## src/rtl/robot_pkg.sv

```systemverilog
// rtl/robot_pkg.sv - shared drive-instruction types and sequencer states
package robot_pkg;

  localparam int CLK_HZ = 50_000_000;

  typedef enum logic [1:0] {
    DIR_FWD   = 2'b00,
    DIR_RIGHT = 2'b01,
    DIR_LEFT  = 2'b10,
    DIR_REV   = 2'b11
  } dir_t;

  typedef struct packed {
    logic [1:0] torque;
    dir_t       dir;
  } instr_t;

  typedef enum logic {
    S_IDLE,
    S_RUN
  } state_t;

endpackage

```

## src/rtl/instruction_sequencer_if.sv

```systemverilog
// rtl/instruction_sequencer_if.sv - strobe, instruction and status bundle of the sequencer
interface instruction_sequencer_if #(
  parameter int DEPTH   = 8,
  parameter int INSTR_W = 4
);
  localparam int CW = $clog2(DEPTH + 1);
  localparam int IW = (DEPTH > 1) ? $clog2(DEPTH) : 1;

  logic               save_pulse;
  logic               delete_pulse;
  logic               execute_pulse;
  logic [INSTR_W-1:0] instr_in;
  logic [INSTR_W-1:0] instr_out;
  logic               instr_valid;
  logic               busy;
  logic [CW-1:0]      count;
  logic [IW-1:0]      step_idx;
  logic               full;
  logic               empty;
  logic               done_pulse;

  modport master (
    output save_pulse, delete_pulse, execute_pulse, instr_in,
    input  instr_out, instr_valid, busy, count, step_idx, full, empty, done_pulse
  );

  modport slave (
    input  save_pulse, delete_pulse, execute_pulse, instr_in,
    output instr_out, instr_valid, busy, count, step_idx, full, empty, done_pulse
  );

endinterface

```

## src/rtl/step_timer.sv

```systemverilog
// rtl/step_timer.sv - up/down step counter with clear and one-cycle terminal-count tick
module step_timer #(
  parameter int CYCLES = 4,
  parameter bit DOWN   = 1'b0
) (
  input  logic clk,
  input  logic reset_n,
  input  logic clear,
  input  logic enable,
  output logic tick
);
  localparam int W = (CYCLES > 1) ? $clog2(CYCLES) : 1;
  localparam logic [W-1:0] FIRST = DOWN ? W'(CYCLES - 1) : '0;
  localparam logic [W-1:0] LAST  = DOWN ? '0 : W'(CYCLES - 1);

  logic [W-1:0] value;

  assign tick = enable && (value == LAST);

  // Terminal count reloads so back-to-back steps need no explicit restart.
  always_ff @(posedge clk) begin
    if (!reset_n || clear) begin
      value <= FIRST;
    end else if (tick) begin
      value <= FIRST;
    end else if (enable) begin
      value <= DOWN ? value - W'(1) : value + W'(1);
    end
  end

endmodule

```

## src/rtl/instruction_sequencer.sv

```systemverilog
// rtl/instruction_sequencer.sv - records drive instructions and replays them one step per timer period
module instruction_sequencer
  import robot_pkg::*;
#(
  parameter int DEPTH       = 8,
  parameter int INSTR_W     = 4,
  parameter int STEP_CYCLES = CLK_HZ
) (
  input logic                    CLOCK_50,
  input logic                    reset_n,
  instruction_sequencer_if.slave bus
);
  localparam int CW = $clog2(DEPTH + 1);
  localparam int IW = (DEPTH > 1) ? $clog2(DEPTH) : 1;

  state_t             state, state_next;
  logic [INSTR_W-1:0] mem [DEPTH];
  logic [CW-1:0]      count;
  logic [IW-1:0]      step_idx;
  logic [IW-1:0]      next_idx;
  logic [INSTR_W-1:0] instr_out;
  logic               instr_valid;
  logic               done_pulse;
  logic               full, empty;
  logic               start, tick, last_step, finish, do_save;

  assign full      = (count == CW'(DEPTH));
  assign empty     = (count == '0);
  assign next_idx  = step_idx + IW'(1);
  assign last_step = (CW'(step_idx) == count - CW'(1));
  assign start     = (state == S_IDLE) && bus.execute_pulse && !empty;
  assign finish    = (state == S_RUN) && tick && last_step;
  // Execute outranks delete, which outranks save.
  assign do_save   = (state == S_IDLE) && bus.save_pulse && !bus.execute_pulse
                     && !bus.delete_pulse && !full;

  step_timer #(.CYCLES(STEP_CYCLES)) u_step_timer (
    .clk     (CLOCK_50),
    .reset_n (reset_n),
    .clear   (start),
    .enable  (state == S_RUN),
    .tick    (tick)
  );

  always_ff @(posedge CLOCK_50) begin
    if (!reset_n) state <= S_IDLE;
    else          state <= state_next;
  end

  always_comb begin
    state_next = state;
    case (state)
      S_IDLE:  if (start)  state_next = S_RUN;
      S_RUN:   if (finish) state_next = S_IDLE;
      default: state_next = S_IDLE;
    endcase
  end

  // The instruction store is never cleared; only count decides what is live.
  always_ff @(posedge CLOCK_50) begin
    if (do_save) mem[count[IW-1:0]] <= bus.instr_in;
  end

  always_ff @(posedge CLOCK_50) begin
    if (!reset_n) begin
      count       <= '0;
      step_idx    <= '0;
      instr_out   <= '0;
      instr_valid <= 1'b0;
      done_pulse  <= 1'b0;
    end else begin
      done_pulse <= finish;
      if (state == S_IDLE) begin
        if (bus.execute_pulse) begin
          if (!empty) begin
            step_idx    <= '0;
            instr_out   <= mem[0];
            instr_valid <= 1'b1;
          end
        end else if (bus.delete_pulse) begin
          if (!empty) count <= count - CW'(1);
        end else if (do_save) begin
          count <= count + CW'(1);
        end
      end else if (tick) begin
        if (last_step) begin
          instr_out   <= '0;
          instr_valid <= 1'b0;
        end else begin
          step_idx  <= next_idx;
          instr_out <= mem[next_idx];
        end
      end
    end
  end

  assign bus.instr_out   = instr_out;
  assign bus.instr_valid = instr_valid;
  assign bus.busy        = (state == S_RUN);
  assign bus.count       = count;
  assign bus.step_idx    = step_idx;
  assign bus.full        = full;
  assign bus.empty       = empty;
  assign bus.done_pulse  = done_pulse;

endmodule

```

## src/flat_wrapper.sv

```systemverilog
// flat-port wrapper written by rule: the top's interface ports become plain ports
module instruction_sequencer_flat import robot_pkg::*;
#(
  parameter int DEPTH       = 8,
  parameter int INSTR_W     = 4,
  parameter int STEP_CYCLES = CLK_HZ
)
  (CLOCK_50, reset_n, bus_save_pulse, bus_delete_pulse, bus_execute_pulse, bus_instr_in, bus_instr_out, bus_instr_valid, bus_busy, bus_count, bus_step_idx, bus_full, bus_empty, bus_done_pulse);
  instruction_sequencer_if #(.DEPTH(DEPTH), .INSTR_W(INSTR_W)) bus_i ();
  input logic CLOCK_50;
  input logic reset_n;
  input wire logic [$bits(bus_i.save_pulse)-1:0] bus_save_pulse;
  input wire logic [$bits(bus_i.delete_pulse)-1:0] bus_delete_pulse;
  input wire logic [$bits(bus_i.execute_pulse)-1:0] bus_execute_pulse;
  input wire logic [$bits(bus_i.instr_in)-1:0] bus_instr_in;
  output wire logic [$bits(bus_i.instr_out)-1:0] bus_instr_out;
  output wire logic [$bits(bus_i.instr_valid)-1:0] bus_instr_valid;
  output wire logic [$bits(bus_i.busy)-1:0] bus_busy;
  output wire logic [$bits(bus_i.count)-1:0] bus_count;
  output wire logic [$bits(bus_i.step_idx)-1:0] bus_step_idx;
  output wire logic [$bits(bus_i.full)-1:0] bus_full;
  output wire logic [$bits(bus_i.empty)-1:0] bus_empty;
  output wire logic [$bits(bus_i.done_pulse)-1:0] bus_done_pulse;
  assign bus_i.save_pulse = bus_save_pulse;
  assign bus_i.delete_pulse = bus_delete_pulse;
  assign bus_i.execute_pulse = bus_execute_pulse;
  assign bus_i.instr_in = bus_instr_in;
  assign bus_instr_out = bus_i.instr_out;
  assign bus_instr_valid = bus_i.instr_valid;
  assign bus_busy = bus_i.busy;
  assign bus_count = bus_i.count;
  assign bus_step_idx = bus_i.step_idx;
  assign bus_full = bus_i.full;
  assign bus_empty = bus_i.empty;
  assign bus_done_pulse = bus_i.done_pulse;
  instruction_sequencer #(.DEPTH(DEPTH), .INSTR_W(INSTR_W), .STEP_CYCLES(STEP_CYCLES)) u_core (.CLOCK_50(CLOCK_50), .reset_n(reset_n), .bus(bus_i));
endmodule
```

## config.mk

```make
export PLATFORM = sky130hd
export DESIGN_NAME = instruction_sequencer_flat
export DESIGN_NICKNAME = d
export VERILOG_FILES = /design/src/rtl/robot_pkg.sv /design/src/rtl/instruction_sequencer_if.sv /design/src/rtl/step_timer.sv /design/src/rtl/instruction_sequencer.sv /design/src/flat_wrapper.sv
export SDC_FILE = /design/constraint.sdc
export NUM_CORES = 1
export LEC_CHECK = 0
export CELL_PAD_IN_SITES_DETAIL_PLACEMENT = 0
export CELL_PAD_IN_SITES_GLOBAL_PLACEMENT = 1
export CORE_MARGIN = 5
export CORE_UTILIZATION = 42
export DETAILED_ROUTE_END_ITERATION = 7
export PLACE_DENSITY = 0.83
export SLEW_MARGIN = 10
export SYNTH_ARGS = -nofsm -noshare
export SYNTH_HDL_FRONTEND = slang
export SYNTH_SLANG_ARGS = --single-unit
```

## constraint.sdc

```tcl
create_clock -name CLOCK_50 -period 2.6 [get_ports CLOCK_50]
set_clock_uncertainty 0.1 [all_clocks]
set_input_delay 0.78 -clock CLOCK_50 [delete_from_list [all_inputs] [get_ports CLOCK_50]]
set_output_delay 0.78 -clock CLOCK_50 [all_outputs]
set_load 0.01 [all_outputs]
```

==> summary.txt <==
Worst Setup SP = bus_delete_pulse
Gr ovfl total = 0
Num rows = 32
#FFs+latches synth = 72
CP endpoint kind = flop
Clock buffer count from CTS = 9
Crit path kind = in -> reg
Final std cells w/o fill = 450
Share of layout cells above drive strength 1 = 20.7%
Unrepaired setup endpoints after global routing = no
Max-slew headroom = 69.5%
Worst skew pair latency = 0.35 ns
Critical Path AT = 2.53 ns
Vias in the first global route = 2461
GRT Util Overall = 15.7%
Post-synthesis sequential area ratio = 52.0%
Worst-path clk slew = 0.10 ns
I/O pin count = 25
DIE WIDTH = 99.8 µm
Slew Limit Fails = 0
GRT Max-Usage Layer = met2
Hold-fix buffer count after cts = 0
Post-Syn Instances = 299
CTS Buffer Depth = 2
Drt drc = 0
Max FO, Critical Path = 4
Drt first pass iters = 4
Total Wirelength = 7.31 mm
DR vias = 2446
R2R Path Start = u_core.u_step_timer.value[0]
First-pass GRT wire length = 12.3 mm
Comb pwr share = 18.7%
Post-synthesis net count = 312
P_sw = 0.000790 W
Core box area = 7810 µm²
Number of routed nets with antenna violations = 0
Ys Warns = 0
Clock sinks = 72
GP Congestion = 0.885
Iter 0 DRT Violations = 126
Worst IR Drop VDD = 0.284 mV
Worst min-delay path class = reg -> reg
EDFF count, synth = 32
Yosys top cell area share = 28.3%
Clock power share = 32.9%
Ys async rst share = 0%
Die Footprint = 9970 µm²
Minimum clock period = 2.55 ns
Area of the multi-input gates = 1600 µm²
Max Cap Viol = 0
R2R Path End = u_core.bus.instr_out[2]
Tcrit/Tclk final = 98.2%
F_max = 392 MHz
Detailed Place HPWL = 5.25 mm
Critical path, cell by cell = clkdlybuf4s50_1, or4b_1, or3_1, nor2_1, buf_4
Most frequent cell after synthesis = dfxtp_1
Area contributors post-synth = edfxtp_1, dfxtp_1, xor2_1
Hold EP = u_core.bus.instr_valid
Status = finished, final reports clean
Initial Util = 43.4%
Wire per inst = 16.2 µm
Antenna violations before repair = 0
Syn avg cell area = 11.3 µm²
Largest net degree at the start of global routing = 27
Fin util = 52.8%
H-tree depth = 3
CTS root buf = clkbuf_8
Dpl cells = 434
Worst R2R Path Depth = 6
Area Growth Syn to Fin = 21.5%
Via density = 5.44
Fill count = 696
R2r setup slk = 0.35 ns
Leakage = 1.41 nW
Met3 usage = 5.21%
Final hold violations = 0
Ys flop type = dfxtp_1
Library cells used by synthesis = 49
Worst setup SP type = input port
Ant. Diodes = 0
Area leader, netlist = edfxtp_1
Mapped cell area = 3390 µm²
NumNets Final = 356
Synth cell count leaders = dfxtp_1, nor2_1, edfxtp_1
PwrDens = 640 nW/µm²
Endpoints failing setup = 0
Reg area = 1760 µm²
Pint = 0.00184 W
CP required = 2.57 ns
Seq pwr share = 48.4%
CP max stage cell = or4b_1
Met2 GRT Util = 22.9%
Die Y-Extent = 99.8 µm
Hold Path Cell Cnt = 2
Hold Crit Start = u_core.bus.instr_valid
Met1 Use GR = 22.0%
IO Port Bufs = 24
Worst-Margin Slew = 0.457 ns
CTS tree = built
Max stage delay on crit path = 0.59 ns
Sw frac = 30.0%
worst max-delay path by stage:
stage and to:
2_1_floorplan u_core.mem[6][0], 3_3_place_gp u_core.mem[6][0], 3_5_place_dp u_core.mem[6][1], 4_1_cts bus_full, 5_1_grt u_core.mem[1][2], 6_report u_core.mem[3][2]
critical path, delay by kind of cell:
kind	cells	cell delay, ns
simple gates	3	1.18
buf+inv	2	0.56
through the flow:
stage	cell area, µm²	setup WS [ns]	hold slack, ns	TNS (ns)	power, W
final	4120	0.0462	0.389	0	0.00263
after global routing	4120	0.0135	0.403	0	0.00276
after CTS	4090	0.00856	0.388	0	0.00265
after detailed placement	3890	-0.354	0.374	-9.22	0.00177
after global placement	3890	-0.322	0.365	-9.06	0.00177
after floorplan	3400	0.111	0.354	0	0.00155
cells in the final DEF, fill, tap and decap left out, drive strengths merged, types with 2 or more instances in the layout:
cell           netlist  routed
ha                   4       4
nor3                 6       6
edfxtp              32      32
nor4bb               2       2
inv                  7      13
o21ai               10      10
a21oi                6       6
mux4                 8       8
buf                  6      22
clkdlybuf4s50        0      22
nor4                 3       3
nor2b                2       2
and3                 6       6
mux2i                4       4
nand2b               3       3
nor4b                4       4
and2                 4       4
xnor2                7       7
a311o                2       2
nand3               12      12
nand4b               2       2
nor2                39      39
a211oi               3       3
xor2                24      24
dfxtp               40      40
o211ai               2       2
nor3b                2       2
dlygate4sd2          0       2
or3                  5       5
mux2                 2       2
and4                 7       7
clkbuf               7       9
or2                  2       2
nand4               12      12
nand2               14      14
o221a                2       2
sequential cells by signal, indices dropped and copies added, names as in the netlist:
| name | count |
|---|---|
| u_core.bus.instr_out | 4 |
| u_core.bus.instr_valid | 1 |
| u_core.mem | 32 |
| u_core.bus.step_idx | 3 |
| u_core.bus.count | 4 |
| u_core.bus.busy | 1 |
| u_core.bus.done_pulse | 1 |
| u_core.u_step_timer.value | 26 |
layout make-up:
class | instances | area share, %
Timing Repair Buffer | 46 | 10.1
Clock buffer | 9 | 3.01
Sequential cell | 72 | 42.8
Tap cell | 102 | 3.10
Inverter | 7 | 0.638
Clock inverter | 7 | 1.61
Multi-Input combinational cell | 207 | 38.8
repair_timing:
action | 4_1_cts | 5_1_grt
setup buffers | 0 | 0
resized for setup | 5 | 8
setup endpoints to repair | 2 | 13
power groups by stage:
| stage | Clock [W] | Sequential, W | Combinational (W) |
|---|---|---|---|
| floorplan | 0 | 0.00129 | 0.000257 |
| global placement | 0 | 0.00130 | 0.000472 |
| detailed placement | 0 | 0.00130 | 0.000475 |
| CTS | 0.000895 | 0.00127 | 0.000481 |
| global route | 0.000939 | 0.00128 | 0.000536 |
| finish | 0.000867 | 0.00128 | 0.000492 |
metal layers:
metal  part of all wire [%]  up-vias
li1                       -     1196
met1                     48     1166
met2                     44       74
met3                    6.8       10
met4                    1.1        0
met5                      0        -
logic make-up after synthesis:
family                     count (synthesis)  share of synthesized area (%)
buffers and inverters                     20                           2.44
muxes                                     14                           7.16
DFF                                       72                           52.0
adders and majority gates                  4                           1.48
AOI/OAI and AO/OA                         31                           7.42
and+or+nand+nor                          127                           21.5
xor gates and xnor gates                  31                           8.01
Note: power is estimated with default switching activity, not from simulation.
